`config.mk`:
```
export PLATFORM = sky130hd
export DESIGN_NAME = mem_req_arbiter
export DESIGN_NICKNAME = d
export VERILOG_FILES = /design/src/rtl/mem_req_arbiter.sv
export SDC_FILE = /design/constraint.sdc
export NUM_CORES = 1
export LEC_CHECK = 0
export ABC_AREA = 0
export CAP_MARGIN = 0
export CORE_ASPECT_RATIO = 2
export CORE_MARGIN = 3
export CORE_UTILIZATION = 39
export DETAILED_ROUTE_END_ITERATION = 7
export PLACE_DENSITY_LB_ADDON = 0.08
export RECOVER_POWER = 50
export SYNTH_ARGS = -nofsm -noshare
export SYNTH_HDL_FRONTEND = slang
export SYNTH_SLANG_ARGS = --single-unit
export TNS_END_PERCENT = 1
```
`constraint.sdc`:
```
create_clock -name ACLK -period 6 [get_ports ACLK]
set_clock_uncertainty 0.05 [all_clocks]
set_input_delay 1.8 -clock ACLK [delete_from_list [all_inputs] [get_ports ACLK]]
set_output_delay 1.8 -clock ACLK [all_outputs]
set_load 0.1 [all_outputs]
```
`src/rtl/mem_req_arbiter.sv`:
```
// Two-port round-robin arbiter issuing one outstanding request to a single-port memory interface.
// A watchdog turns a hung downstream transaction into an error completion for the owning port.
module mem_req_arbiter #(
  parameter int unsigned ADDR_W  = 32,
  parameter int unsigned DATA_W  = 32,
  parameter int unsigned TIMEOUT = 255
) (
  input  logic                ACLK,
  input  logic                ARESET,
  input  logic [ADDR_W-1:0]   m0_addr,
  input  logic                m0_rreq,
  input  logic                m0_wreq,
  input  logic [DATA_W-1:0]   m0_wdata,
  input  logic [DATA_W/8-1:0] m0_wstrb,
  output logic [DATA_W-1:0]   m0_rdata,
  output logic                m0_done,
  output logic                m0_err,
  input  logic [ADDR_W-1:0]   m1_addr,
  input  logic                m1_rreq,
  input  logic                m1_wreq,
  input  logic [DATA_W-1:0]   m1_wdata,
  input  logic [DATA_W/8-1:0] m1_wstrb,
  output logic [DATA_W-1:0]   m1_rdata,
  output logic                m1_done,
  output logic                m1_err,
  output logic [ADDR_W-1:0]   mem_addr,
  output logic                mem_rreq,
  output logic                mem_wreq,
  output logic [DATA_W-1:0]   mem_wdata,
  output logic [DATA_W/8-1:0] mem_wstrb,
  input  logic [DATA_W-1:0]   mem_rdata,
  input  logic                mem_done,
  output logic [1:0]          grant,
  output logic                busy
);

  localparam int unsigned STRB_W = DATA_W / 8;
  localparam int unsigned WDOG_W = 16;
  localparam logic [WDOG_W-1:0] WDOG_LIMIT = WDOG_W'(TIMEOUT);
  localparam logic [WDOG_W-1:0] WDOG_MAX   = '1;
  localparam bit WDOG_EN = (TIMEOUT != 0);

  typedef enum logic [1:0] {
    ST_IDLE  = 2'd0,
    ST_ISSUE = 2'd1,
    ST_WAIT  = 2'd2,
    ST_RESP  = 2'd3
  } state_e;

  state_e              state_q, state_d;
  logic                owner_q, owner_d;     // 1 = port 1 owns the transaction
  logic                rr_last_q, rr_last_d; // 1 = port 1 was granted last
  logic [WDOG_W-1:0]   wdog_q, wdog_d;
  logic [ADDR_W-1:0]   mem_addr_q, mem_addr_d;
  logic [DATA_W-1:0]   mem_wdata_q, mem_wdata_d;
  logic [STRB_W-1:0]   mem_wstrb_q, mem_wstrb_d;
  logic                mem_rreq_q, mem_rreq_d;
  logic                mem_wreq_q, mem_wreq_d;
  logic [1:0]          grant_q, grant_d;
  logic                busy_q, busy_d;
  logic [DATA_W-1:0]   m0_rdata_q, m0_rdata_d;
  logic [DATA_W-1:0]   m1_rdata_q, m1_rdata_d;
  logic                m0_done_q, m0_done_d;
  logic                m1_done_q, m1_done_d;
  logic                m0_err_q, m0_err_d;
  logic                m1_err_q, m1_err_d;

  logic req0, req1, pick1, pick_wr;

  // State and output registers; reset drops any transaction in flight.
  always_ff @(posedge ACLK or posedge ARESET) begin
    if (ARESET) begin
      state_q     <= ST_IDLE;
      owner_q     <= 1'b0;
      rr_last_q   <= 1'b1;
      wdog_q      <= '0;
      mem_addr_q  <= '0;
      mem_wdata_q <= '0;
      mem_wstrb_q <= '0;
      mem_rreq_q  <= 1'b0;
      mem_wreq_q  <= 1'b0;
      grant_q     <= '0;
      busy_q      <= 1'b0;
      m0_rdata_q  <= '0;
      m1_rdata_q  <= '0;
      m0_done_q   <= 1'b0;
      m1_done_q   <= 1'b0;
      m0_err_q    <= 1'b0;
      m1_err_q    <= 1'b0;
    end else begin
      state_q     <= state_d;
      owner_q     <= owner_d;
      rr_last_q   <= rr_last_d;
      wdog_q      <= wdog_d;
      mem_addr_q  <= mem_addr_d;
      mem_wdata_q <= mem_wdata_d;
      mem_wstrb_q <= mem_wstrb_d;
      mem_rreq_q  <= mem_rreq_d;
      mem_wreq_q  <= mem_wreq_d;
      grant_q     <= grant_d;
      busy_q      <= busy_d;
      m0_rdata_q  <= m0_rdata_d;
      m1_rdata_q  <= m1_rdata_d;
      m0_done_q   <= m0_done_d;
      m1_done_q   <= m1_done_d;
      m0_err_q    <= m0_err_d;
      m1_err_q    <= m1_err_d;
    end
  end

  // Arbitration, request issue, completion capture and watchdog.
  always_comb begin
    state_d     = state_q;
    owner_d     = owner_q;
    rr_last_d   = rr_last_q;
    wdog_d      = wdog_q;
    mem_addr_d  = mem_addr_q;
    mem_wdata_d = mem_wdata_q;
    mem_wstrb_d = mem_wstrb_q;
    mem_rreq_d  = 1'b0;
    mem_wreq_d  = 1'b0;
    grant_d     = grant_q;
    busy_d      = busy_q;
    m0_rdata_d  = m0_rdata_q;
    m1_rdata_d  = m1_rdata_q;
    m0_done_d   = 1'b0;
    m1_done_d   = 1'b0;
    m0_err_d    = 1'b0;
    m1_err_d    = 1'b0;

    req0    = m0_rreq | m0_wreq;
    req1    = m1_rreq | m1_wreq;
    // Port 1 wins when alone, or when both request and port 0 was served last.
    pick1   = req1 & (~req0 | ~rr_last_q);
    // rreq+wreq together on one port is treated as a write.
    pick_wr = pick1 ? m1_wreq : m0_wreq;

    unique case (state_q)
      ST_IDLE: begin
        if (req0 | req1) begin
          owner_d     = pick1;
          mem_addr_d  = pick1 ? m1_addr  : m0_addr;
          mem_wdata_d = pick1 ? m1_wdata : m0_wdata;
          mem_wstrb_d = pick1 ? m1_wstrb : m0_wstrb;
          mem_wreq_d  = pick_wr;
          mem_rreq_d  = ~pick_wr;
          grant_d     = pick1 ? 2'b10 : 2'b01;
          busy_d      = 1'b1;
          state_d     = ST_ISSUE;
        end
      end
      ST_ISSUE: begin
        wdog_d  = '0;
        state_d = ST_WAIT;
      end
      ST_WAIT: begin
        if (mem_done) begin
          if (owner_q) begin
            m1_rdata_d = mem_rdata;
            m1_done_d  = 1'b1;
          end else begin
            m0_rdata_d = mem_rdata;
            m0_done_d  = 1'b1;
          end
          state_d = ST_RESP;
        end else if (WDOG_EN && (wdog_q == WDOG_LIMIT)) begin
          if (owner_q) begin
            m1_rdata_d = '0;
            m1_done_d  = 1'b1;
            m1_err_d   = 1'b1;
          end else begin
            m0_rdata_d = '0;
            m0_done_d  = 1'b1;
            m0_err_d   = 1'b1;
          end
          state_d = ST_RESP;
        end else if (wdog_q != WDOG_MAX) begin
          wdog_d = wdog_q + WDOG_W'(1);
        end
      end
      ST_RESP: begin
        rr_last_d = owner_q;
        grant_d   = '0;
        busy_d    = 1'b0;
        state_d   = ST_IDLE;
      end
      default: state_d = ST_IDLE;
    endcase
  end

  assign mem_addr  = mem_addr_q;
  assign mem_rreq  = mem_rreq_q;
  assign mem_wreq  = mem_wreq_q;
  assign mem_wdata = mem_wdata_q;
  assign mem_wstrb = mem_wstrb_q;
  assign grant     = grant_q;
  assign busy      = busy_q;
  assign m0_rdata  = m0_rdata_q;
  assign m1_rdata  = m1_rdata_q;
  assign m0_done   = m0_done_q;
  assign m1_done   = m1_done_q;
  assign m0_err    = m0_err_q;
  assign m1_err    = m1_err_q;

endmodule

```
==> flow_summary_export.csv, run 1 <==
group,metric,value,unit
clocking,cts_tree,"done",
layout,fill_cells,1642,
timing,hold_viol,0,
worst_hold_path,holdCritPathClass,"flip-flop to flip-flop",
timing,fmax,0.2138,GHz
setup_path,critPathMaxStageDelay,0.99,ns
floorplan,fp.dieArea,0.02133,mm²
floorplan,core-area,0.01901,mm²
run_status,failed_checks,"max-capacitance violations, max-slew violations",
global_routing,grt_overflow,0,
setup_path,required,6.28,ns
floorplan,rows,71,
synth,synth_ff_type,"dfrtp_1",
clocking,clkTransAtPathRegs,0.06,ns
floorplan,die_width,104.8,µm
setup_path,crit_buf_inv,2,
timing,finalSetupTns,0,ns
global_routing,track_usage,20.68,%
setup_path,worstPathCellList,"dlygate4sd3_1, clkbuf_1, nor2b_1, o41ai_2, o21ai_1, o221ai_1",
setup_path,slowest_stage,"clkbuf_1",
place,dpl.hpwl,16640,µm
layout,area_growth,50.64,%
global_routing,grt_pass1_wl,34670,µm
route,ant_nets,0,
place,globalplace.congestion,0.8350,
setup_path,worstPathArrival,4.95,ns
route,vias_per_cell,5.038,
place,dp.cells,1186,
setup_path,critical_path_class,"input pin to flip-flop",
layout,fin_util,60.32,%
synth,synthArstFlopShare,100.0,%
timing,setup_ws,1.324,ns
synth,syn_inst,652,
layout,layout_commonest_cell,"clkdlybuf4s50_1",
clocking,cts_root_buf,"clkbuf_16",
global_routing,grt_pass1_vias,6509,
clocking,cts.sinks,161,
timing,worst_pin_slew,1.950,ns
route,post_drt_wl_per_cell,17.98,µm
place,io_buffers,315,
setup_path,worstPathMaxFanout,36,
clocking,post_cts_buffers,0,
synth,syn_nets,833,
timing,relSlewSlack,-30.00,%
route,wl,21900,µm
setup_path,critPathLaunchType,"input pin",
layout,final_nets,1131,
setup_path,crit_family,"buffers and inverters",
timing,fin_crit_sh,77.94,%
timing,rsz0062_at_grt,"false",
route,drtIter0Drc,213,
place,post-place-ws,1.608,ns
timing,min_period,4.676,ns
synth,syn_area,0.007612,mm²
global_routing,antenna_found_initial,0,
setup_path,startpoint,"mem_done",
floorplan,start_util,40.04,%
synth,seq_area_frac_synth,52.94,%
setup_path,end_kind,"flip-flop",
synth,synth_edf_count,0,
layout,layout_common_cells,"clkdlybuf4s50_1 (311), dfrtp_1 (160), nand2_1 (86)",
global_routing,grt_start_max_net_pins,126,
timing,setup_viol,0,
layout,instances_no_fill,1218,
setup_path,regToRegStartpoint,"wdog_q[8]$_DFFE_PP0P_",
synth,synth_cell_types,48,
route,vias,6136,
floorplan,ios,316,
clocking,cts_buffers,17,
clocking,cts-resized-gates,0,
clocking,cts_hold_buf,0,
clocking,h-tree-depth,4,
layout,drive_above_1_share,10.70,%
floorplan,die_y,203.6,µm
synth,yosys_warnings,0,
timing,finalMaxSlewViolations,65,
clocking,worstSkewPairLatency,0.43,ns
flow_run,maxCapViolations,3,
layout,antenna_cells,0,
synth,ys_ff_latch,161,
synth,synth_area_per_cell,11.68,µm²
clocking,clk_path_buf_depth,2,
worst_hold_path,min_from,"mem_wdata[12]$_DFFE_PP0P_",
run_status,status,"finished, violations left",
route,drc_errors,0,
route,firstDrtPassIters,4,
==> through the flow <==
step                      hold WS [ns]  instance area (µm²)
after floorplan                 0.4158                 7616
after global placement          0.4122                10930
after detailed placement        0.4193                10930
after CTS                       0.4334                11540
after global routing            0.4536                11470
final                           0.4288                11470
==> per-layer routing <==
| metal | GRT usage, % | vias up | part of all wire (%) | wire length, µm |
|---|---|---|---|---|
| met2 | 38.07 | 259 | 54 | 11910 |
| met3 | 6.398 | 41 | 7.3 | 1606 |
| li1 | - | 2903 | - | - |
| met4 | 9.010 | 0 | 3.4 | 736 |
| met5 | 0 | - | 0 | 0 |
| met1 | 21.28 | 2933 | 35 | 7644 |
==> sequential cells by signal (all words and copies together), names as in the netlist, 2 cells and up <==
name	flops
mem_wdata	32
wdog_q	16
m0_rdata	32
m1_rdata	32
mem_addr	32
mem_wstrb	4
grant	2
state_q	2
==> worst min-delay path: stages, from the launching register on <==
cell and delay, ns:
dfrtp_1 0.34, nand2_1 0.04, o21ai_0 0.06
==> final cells by class <==
type | instances | area [µm²] | share of cell area (%)
Inverter | 14 | 53.80 | 0.4692
Sequential cell | 161 | 4030 | 35.14
Tap cell | 255 | 319.1 | 2.782
Clock buffer | 23 | 488.0 | 4.255
Multi-Input combinational cell | 431 | 3217 | 28.05
Clock inverter | 9 | 130.1 | 1.135
Timing Repair Buffer | 325 | 3229 | 28.16
==> worst paths after layout <==
check | slack [ns] | end | cells after the start
worst max-delay path | 1.32 | wdog_q[15]$_DFFE_PP0P_ | 6
worst min-delay path | 0.43 | mem_wdata[12]$_DFFE_PP0P_ | 2
worst max register to register | 2.57 | wdog_q[15]$_DFFE_PP0P_ | 4
worst min register to register | 0.43 | mem_wdata[12]$_DFFE_PP0P_ | 2
max in group asynchronous | 2.21 | mem_wdata[26]$_DFFE_PP0P_ | 3
min in group asynchronous | 1.99 | wdog_q[4]$_DFFE_PP0P_ | 3
==> synthesized netlist by cell type, drive strengths merged (2+ instances only) <==
library cell,instances,share of area [%]
dfrtp,160,53
nand2,86,4.2
o21ai,75,4.9
mux2i,70,9.2
mux2,66,11
and2,33,2.7
clkbuf,32,1.6
buf,14,1.9
inv,14,0.69
a31oi,12,0.99
nand4,9,0.82
o31ai,9,0.89
nor2,7,0.35
a41oi,6,0.69
and3,6,0.54
ha,6,0.99
nand3,6,0.39
o41ai,5,0.82
nor4,4,0.72
o211ai,4,0.58
o31a,4,0.46
or4,4,0.49
a21oi,3,0.20
nand2b,3,0.25
nor2b,2,0.16
o221ai,2,0.23
==> kinds of logic after synthesis <==
family / synth area share [%]
adder cells (fa/ha/maj): 0.9862
buffers and inverters: 4.208
multiplexers: 20.40
flip-flops: 52.94
AO/OA/AOI/OAI: 10.52
AND/OR/NAND/NOR: 10.95
Power of run 1 is not shown: default switching activity piles up to over one toggle a cycle in this logic, so the estimate is an artifact.
==> inputs of run 2 (changes only) <==
==> constraint.sdc (replaced) <==
create_clock -name ACLK -period 4 [get_ports ACLK]
set_clock_uncertainty 0.05 [all_clocks]
set_input_delay 1.2 -clock ACLK [delete_from_list [all_inputs] [get_ports ACLK]]
set_output_delay 1.2 -clock ACLK [all_outputs]
set_load 0.1 [all_outputs]
==> flow_summary_export.csv, run 2 (synthesis gave the netlist of run 1 again) <==
group,metric,value,unit
timing,min_period,3.232,ns
floorplan,rows,71,
floorplan,ios,316,
route,wl,22010,µm
run_status,failed_checks,"max-capacitance violations, max-slew violations",
route,drtIter0Drc,296,
route,drc_errors,0,
route,vias_per_cell,5.033,
clocking,h-tree-depth,4,
setup_path,slowest_stage,"clkinvlp_2",
layout,multi_input_area,0.003281,mm²
clocking,clkTransAtPathRegs,0.06,ns
global_routing,antenna_found_initial,0,
setup_path,crit_buf_inv,3,
layout,ff_latch_area,0.004030,mm²
setup_path,path_depth,3,
route,post_drt_wl_per_cell,17.97,µm
floorplan,fp.dieArea,0.02133,mm²
setup_path,rr_worst_depth,7,
layout,antenna_cells,0,
floorplan,die_width,104.8,µm
timing,fin_crit_sh,80.81,%
route,vias,6165,
route,ant_nets,0,
timing,finalSetupTns,0,ns
setup_path,worstPathArrival,3.60,ns
setup_path,required,4.37,ns
timing,fmax,0.3094,GHz
layout,layout_commonest_cell,"clkdlybuf4s50_1",
timing,rsz0062_at_grt,"false",
setup_path,r2r_end,"wdog_q[15]$_DFFE_PP0P_",
setup_path,rrSetupSlack,1.00,ns
clocking,cts_root_buf,"clkbuf_16",
place,io_buffers,315,
route,firstDrtPassIters,5,
layout,area_growth,46.60,%
global_routing,grt_pass1_vias,6793,
run_status,status,"finished, violations left",
clocking,cts-resized-gates,0,
floorplan,die_y,203.6,µm
setup_path,end_kind,"async pin",
floorplan,core-area,0.01901,mm²
worst_hold_path,holdCritPathClass,"flip-flop to flip-flop",
clocking,worstSkewPairLatency,0.42,ns
flow_run,maxCapViolations,1,
timing,worst_pin_slew,1.587,ns
floorplan,start_util,40.04,%
timing,finalMaxSlewViolations,32,
global_routing,grt_overflow,0,
clocking,clk_path_buf_depth,2,
clocking,post_cts_buffers,0,
layout,drive_above_1_share,13.20,%
setup_path,critPathMaxStageDelay,0.93,ns
global_routing,grt_start_max_net_pins,83,
layout,final_nets,1138,
clocking,cts_hold_buf,0,
setup_path,critical_path_class,"input pin to async pin",
clocking,cts_tree,"done",
layout,layout_common_cells,"clkdlybuf4s50_1 (242), dfrtp_1 (160), nand2_1 (86)",
setup_path,startpoint,"ARESET",
global_routing,track_usage,20.81,%
layout,fill_cells,1707,
worst_hold_path,min_from,"mem_addr[21]$_DFFE_PP0P_",
setup_path,regToRegStartpoint,"state_q[0]$_DFFE_PP0P_",
clocking,cts.sinks,161,
setup_path,worstPathCellList,"dlygate4sd3_1, clkinvlp_2, clkbuf_2",
timing,relSlewSlack,-6.382,%
setup_path,crit_family,"buffers and inverters",
setup_path,worstPathMaxFanout,38,
timing,hold_viol,0,
clocking,cts_buffers,17,
setup_path,critPathLaunchType,"input pin",
global_routing,grt_pass1_wl,35010,µm
setup_path,cp-endpoint,"m1_rdata[0]$_DFFE_PP0P_",
place,dpl.hpwl,17180,µm
place,globalplace.congestion,0.8596,
timing,setup_viol,0,
==> run 2: cell types whose count changed in the layout (fill, tap and decap cells not counted), sizes merged <==
cell,delta
clkinv,+3
clkdlybuf4s50,-69
buf,+8
clkbuf,+64
inv,+2
bufinv,-1
==> run 2: worst min-delay path: stages (launching register included) <==
cell     delay, ns
dfrtp_1       0.34
nand2_1       0.05
o21ai_0       0.06
==> run 2: final cells by class <==
cell class,count,area share (%)
Clock buffer,19,3.879
Multi-Input combinational cell,431,29.40
Inverter,14,0.4821
Tap cell,255,2.859
Clock inverter,13,1.222
Timing Repair Buffer,332,26.05
Sequential cell,161,36.11
==> run 2: per-layer routing <==
| metal | routed length [µm] | vias up | track usage (%) |
|---|---|---|---|
| met5 | 0 | - | 0 |
| met4 | 575 | 0 | 8.353 |
| met3 | 1520 | 31 | 5.860 |
| met2 | 12320 | 261 | 39.55 |
| met1 | 7595 | 2955 | 21.00 |
| li1 | - | 2918 | - |
==> run 2: how the worst min path moves through the flow <==
| stage | to | cells past startpoint |
|---|---|---|
| 3_5_place_dp | mem_addr[21]$_DFFE_PP0P_ | 2 |
| 5_1_grt | mem_wdata[30]$_DFFE_PP0P_ | 2 |
| 6_report | mem_addr[21]$_DFFE_PP0P_ | 2 |
| 3_3_place_gp | mem_wdata[19]$_DFFE_PP0P_ | 2 |
| 4_1_cts | mem_addr[21]$_DFFE_PP0P_ | 2 |
| 2_1_floorplan | wdog_q[7]$_DFFE_PP0P_ | 1 |
==> run 2: per-stage QoR <==
stage | std cells | worst slack, ns | cell area (µm²) | hold WS, ns | util [%]
final | 1225 | 0.7677 | 11160 | 0.4303 | 58.70
after global routing | 1225 | 0.4153 | 11160 | 0.4630 | 58.70
after floorplan | 652 | 0.7080 | 7616 | 0.4158 | -
after CTS | 1225 | 0.7638 | 11450 | 0.4360 | 60.23
after global placement | 1193 | 0.7706 | 10880 | 0.4133 | 57.24
after detailed placement | 1193 | 0.5753 | 10880 | 0.4215 | 57.24
Power of run 2 is left out for the same reason.
